$ cat src/rtl/uart_rx_ctrl.sv
// rtl/uart_rx_ctrl.sv - UART receive frame controller: bit/edge timing, checker strobes, frame accept
module uart_rx_ctrl #(
  parameter int DATA_WIDTH     = 8,
  parameter int PRESCALE_WIDTH = 5
) (
  input  logic                      CLK,
  input  logic                      RST,
  input  logic                      RX_IN,
  input  logic [PRESCALE_WIDTH-1:0] Prescale,
  input  logic                      parity_enable,
  input  logic                      strt_glitch,
  input  logic                      par_err,
  input  logic                      stp_err,
  output logic [PRESCALE_WIDTH-1:0] edge_cnt,
  output logic [3:0]                bit_cnt,
  output logic                      dat_samp_en,
  output logic                      deser_en,
  output logic                      strt_chk_en,
  output logic                      par_chk_en,
  output logic                      stp_chk_en,
  output logic                      data_valid
);

  typedef enum logic [2:0] {
    IDLE   = 3'd0,
    START  = 3'd1,
    DATA   = 3'd2,
    PARITY = 3'd3,
    STOP   = 3'd4
  } state_t;

  state_t                    state_q, state_d;
  logic [PRESCALE_WIDTH-1:0] edge_q, edge_d;
  logic [PRESCALE_WIDTH-1:0] presc_q, presc_d;
  logic [3:0]                bit_q, bit_d;
  logic                      par_en_q, par_en_d;
  logic                      par_flag_q, par_flag_d;
  logic                      samp_q, samp_d;
  logic                      strt_q, strt_d;
  logic                      deser_q, deser_d;
  logic                      par_q, par_d;
  logic                      stp_q, stp_d;
  logic                      dv_q, dv_d;

  logic                      presc_legal;
  logic                      at_last;
  logic [PRESCALE_WIDTH-1:0] strobe_edge;

  // Only oversampling ratios of 4, 8 and 16 are allowed to start a frame.
  assign presc_legal = (Prescale == PRESCALE_WIDTH'(4)) ||
                       (Prescale == PRESCALE_WIDTH'(8)) ||
                       (Prescale == PRESCALE_WIDTH'(16));

  // Last oversample of the current bit, using the ratio latched at frame start.
  assign at_last     = (edge_q == presc_q - PRESCALE_WIDTH'(1));
  // Strobes are registered, so they are decided from the next-cycle ratio and edge.
  assign strobe_edge = presc_d - PRESCALE_WIDTH'(2);

  // Next-state, counter and registered-output logic.
  always_comb begin
    state_d    = state_q;
    edge_d     = edge_q;
    bit_d      = bit_q;
    presc_d    = presc_q;
    par_en_d   = par_en_q;
    par_flag_d = par_flag_q;
    dv_d       = 1'b0;

    if (state_q == IDLE) begin
      edge_d = '0;
      bit_d  = '0;
      if (!RX_IN && presc_legal) begin
        state_d    = START;
        presc_d    = Prescale;
        par_en_d   = parity_enable;
        par_flag_d = 1'b0;
      end
    end else begin
      if (at_last) begin
        edge_d = '0;
        bit_d  = bit_q + 4'd1;
      end else begin
        edge_d = edge_q + PRESCALE_WIDTH'(1);
      end

      case (state_q)
        START: begin
          if (at_last) begin
            state_d = strt_glitch ? IDLE : DATA;
          end
        end
        DATA: begin
          if (at_last && (bit_q == 4'(DATA_WIDTH))) begin
            state_d = par_en_q ? PARITY : STOP;
          end
        end
        PARITY: begin
          if (at_last) begin
            par_flag_d = par_flag_q | par_err;
            state_d    = STOP;
          end
        end
        STOP: begin
          if (at_last) begin
            state_d = IDLE;
            dv_d    = ~stp_err & ~par_flag_q;
          end
        end
        default: state_d = IDLE;
      endcase

      // Any return to IDLE (normal end or aborted start) parks both counters at 0.
      if (state_d == IDLE) begin
        edge_d = '0;
        bit_d  = '0;
      end
    end

    samp_d  = (state_d != IDLE);
    strt_d  = (state_d == START)  && (edge_d == strobe_edge);
    deser_d = (state_d == DATA)   && (edge_d == strobe_edge);
    par_d   = (state_d == PARITY) && (edge_d == strobe_edge);
    stp_d   = (state_d == STOP)   && (edge_d == strobe_edge);
  end

  // State and output registers with asynchronous active-low reset.
  always_ff @(posedge CLK or negedge RST) begin
    if (!RST) begin
      state_q    <= IDLE;
      edge_q     <= '0;
      bit_q      <= '0;
      presc_q    <= '0;
      par_en_q   <= 1'b0;
      par_flag_q <= 1'b0;
      samp_q     <= 1'b0;
      strt_q     <= 1'b0;
      deser_q    <= 1'b0;
      par_q      <= 1'b0;
      stp_q      <= 1'b0;
      dv_q       <= 1'b0;
    end else begin
      state_q    <= state_d;
      edge_q     <= edge_d;
      bit_q      <= bit_d;
      presc_q    <= presc_d;
      par_en_q   <= par_en_d;
      par_flag_q <= par_flag_d;
      samp_q     <= samp_d;
      strt_q     <= strt_d;
      deser_q    <= deser_d;
      par_q      <= par_d;
      stp_q      <= stp_d;
      dv_q       <= dv_d;
    end
  end

  assign edge_cnt    = edge_q;
  assign bit_cnt     = bit_q;
  assign dat_samp_en = samp_q;
  assign strt_chk_en = strt_q;
  assign deser_en    = deser_q;
  assign par_chk_en  = par_q;
  assign stp_chk_en  = stp_q;
  assign data_valid  = dv_q;

endmodule
$ cat config.mk
export PLATFORM = sky130hd
export DESIGN_NAME = uart_rx_ctrl
export DESIGN_NICKNAME = d
export VERILOG_FILES = /design/src/rtl/uart_rx_ctrl.sv
export SDC_FILE = /design/constraint.sdc
export NUM_CORES = 1
export LEC_CHECK = 0
export ABC_AREA = 1
export BUFFER_PORTS_ARGS = -buffer_cell sky130_fd_sc_hd__buf_2
export CORE_MARGIN = 10
export CORE_UTILIZATION = 40
export DETAILED_ROUTE_END_ITERATION = 8
export HOLD_SLACK_MARGIN = 0.02
export PLACE_DENSITY_LB_ADDON = 0.25
export SLEW_MARGIN = 20
export SYNTH_ARGS = -nofsm -noshare
export SYNTH_HDL_FRONTEND = slang
export SYNTH_SLANG_ARGS = --single-unit
$ cat constraint.sdc
create_clock -name CLK -period 3.79 [get_ports CLK]
set_input_delay 0.1895 -clock CLK [delete_from_list [all_inputs] [get_ports CLK]]
set_output_delay 0.1895 -clock CLK [all_outputs]
set_load 0.02 [all_outputs]
==> results.sh <==
export IMPL_placed_area_mm2=0.00187
export IMPL_ctsHtreeMaxLevel=1
export IMPL_final_cell_mix="nand2_1, inv_1, buf_2, dfrtp_1"
export IMPL_dr_total_vias=1444
export IMPL_cp_required_ns=4.01
export IMPL_drive_gt1_share_pct=25.0
export IMPL_drv_slew=0
export IMPL_grt_busiest_layer="met2"
export IMPL_fin_crit_sh_pct=66.5
export IMPL_p_per_area_mw_per_mm2=234
export IMPL_fin_skew_ns=0.00279
export IMPL_place_congestion=0.840
export IMPL_post_dp_hpwl_mm=3.21
export IMPL_crit_type="register to register"
export IMPL_antenna_found_initial=0
export IMPL_power_w=0.000451
export IMPL_yosysTopAreaCellShare_pct=37.0
export IMPL_synth_cells=226
export IMPL_areaGrowthSynthToFinish_pct=14.2
export IMPL_synth_area_leaders="dfrtp_1, nand2_1, inv_1"
export IMPL_tns_ns=0
export IMPL_syn_nets=243
export IMPL_fp_dieH_um=85.0
export IMPL_avgSynthCellArea_um2=7.49
export IMPL_synth_edf_count=0
export IMPL_die_w_um=85.0
export IMPL_worstHoldPathType="input pin to register"
export IMPL_clock_root_buffer="clkbuf_8"
export IMPL_status="completed"
export IMPL_ys_seq_elements=25
export IMPL_drt_iter0_drc=58
export IMPL_seq_area_frac_synth_pct=37.0
export IMPL_firstDrtPassIters=4
export IMPL_antenna_left=0
export IMPL_grt_overflow_total=0
export IMPL_fmax_mhz=397
export IMPL_grt_pass1_vias=1488
export IMPL_cts_made_buffers=3
export IMPL_clkSinkCount=25
export IMPL_grt_pass1_wl_mm=6.89
export IMPL_p_leak_nw=1.07
export IMPL_cts_tree="yes"
export IMPL_grt_max_degree=26
export IMPL_design_area_mm2=0.00193
export IMPL_crit_fanout=15
export IMPL_drcViolationCount=0
export IMPL_setup_viol=0
export IMPL_synth_distinct_cells=31
export IMPL_startpoint_type="register"
export IMPL_clockBufferDepth=2
export IMPL_hold_ws_ns=0.0517
export IMPL_worst_pin_slew_ns=0.568
export IMPL_grtUsageMet2_pct=19.9
export IMPL_ios=27
export IMPL_layout_min_cycle_time_ns=2.52
export IMPL_met3_usage_pct=2.10
export IMPL_grtUsageMet1_pct=13.6
export IMPL_yosys_warnings=0
export IMPL_worstSkewPairLatency_ns=0.28
export IMPL_clkTransAtPathRegs_ns=0.10
export IMPL_initial_utilization_pct=41.7
export IMPL_rows=23
export IMPL_die_area_mm2=0.00723
export IMPL_nets=274
export IMPL_diodes=0
export IMPL_synthFlopType="dfrtp_1"
export IMPL_ys_async_sr_fraction_pct=100
export IMPL_hold_viol_final=0
export IMPL_syn_area_mm2=0.00169
export IMPL_end_kind="register"
export IMPL_core_mm2=0.00406
export IMPL_cp_arrival_ns=2.74
export IMPL_grt_usage_pct=11.5
export IMPL_slew_headroom_pct=62.2
export IMPL_yosysTopAreaCell="dfrtp_1"
export IMPL_finalWirelength_mm=3.92
export IMPL_via_per_inst=4.72
export IMPL_rsz0062_at_grt="no"
export IMPL_numPortBuffers=26
export IMPL_postLayoutCoreUtil_pct=47.6
export IMPL_vdd_drop_max_v=0.000180
export IMPL_cap_violations=0
export IMPL_layout_commonest_cell="nand2_1"
export IMPL_wl_per_cell_um=12.8
## synth_stat cells, drive strengths merged, types with 2 or more instances
cell type	number
nor3	3
xor2	4
nand4	2
inv	44
ha	5
nand3	29
o21ai	6
a21oi	4
nand2	67
nor2	28
dfrtp	25
## area by class of cell
class                           count  area, um^2
Fill cell                         435        2130
Multi-Input combinational cell    155         886
Sequential cell                    25         626
Inverter                           45         169
Timing Repair Buffer               27         140
Tap cell                           50        62.6
Clock buffer                        3        41.3
Clock inverter                      1        7.51
## sequential cells by signal (all words and copies together), names as in the netlist
name	flops
data_valid	1
par_chk_en	1
presc_q	5
deser_en	1
par_en_q	1
state_q	3
stp_chk_en	1
edge_cnt	5
bit_cnt	4
par_flag_q	1
strt_chk_en	1
dat_samp_en	1
## worst max-delay path: stages (launching register included)
cell     delay [ns]
dfrtp_1        0.42
inv_2          0.07
ha_1           0.30
inv_1          0.04
nand2_1        0.04
nand2_1        0.07
nor2_4         0.10
nand3_2        0.13
nor2_8         0.19
nand3_2        0.11
a21oi_4        0.23
nand2_4        0.17
nand2_1        0.13
inv_2          0.05
nand2_1        0.05
nand2_1        0.08
nor2_4         0.11
nand3_2        0.09
nor2_1         0.10
## routing by layer
metal  wire [um]  share of wire [%]  vias up
li1            -                  -      759
met3          93                2.4        4
met5           0                  0        -
met1        1780                 46      668
met2        1980                 51       13
met4          58                1.5        0
## stage by stage
stage / std cells / setup slack (ns)
2_1_floorplan: 226 / 1.62
6_report: 306 / 1.27
5_1_grt: 306 / 0.973
3_3_place_gp: 301 / 1.29
4_1_cts: 306 / 1.25
3_5_place_dp: 301 / 1.28
## power by group
part | internal (W) | switching [W]
combinational | 0.00000587 | 0.00000925
sequential | 0.000267 | 0
clock | 0.0000748 | 0.0000949
## final timing paths
path	from	end	slack, ns	depth (start not counted)
hold reg to reg	par_flag_q	data_valid	0.43	1
min in group asynchronous	RST	bit_cnt[2]	0.43	2
setup / recovery	presc_q[0]	stp_chk_en	1.27	18
max in group asynchronous	RST	deser_en	2.99	2
setup reg to reg	presc_q[0]	stp_chk_en	1.27	18
hold / removal	stp_err	data_valid	0.05	2
## cells by family after synthesis
group / synth area share (%)
simple gates: 40.5
buf+inv: 10.7
flops: 37.0
compound gates: 5.55
xor+xnor: 2.59
fa+ha+maj: 3.70
## what timing repair did
item | CTS | global route
gates resized for setup | 0 | 0
hold buffers | 1 | 0
endpoints found under the hold margin | 25 | 0
buffers inserted | 0 | 0
Power figures use the tool's default switching activity.
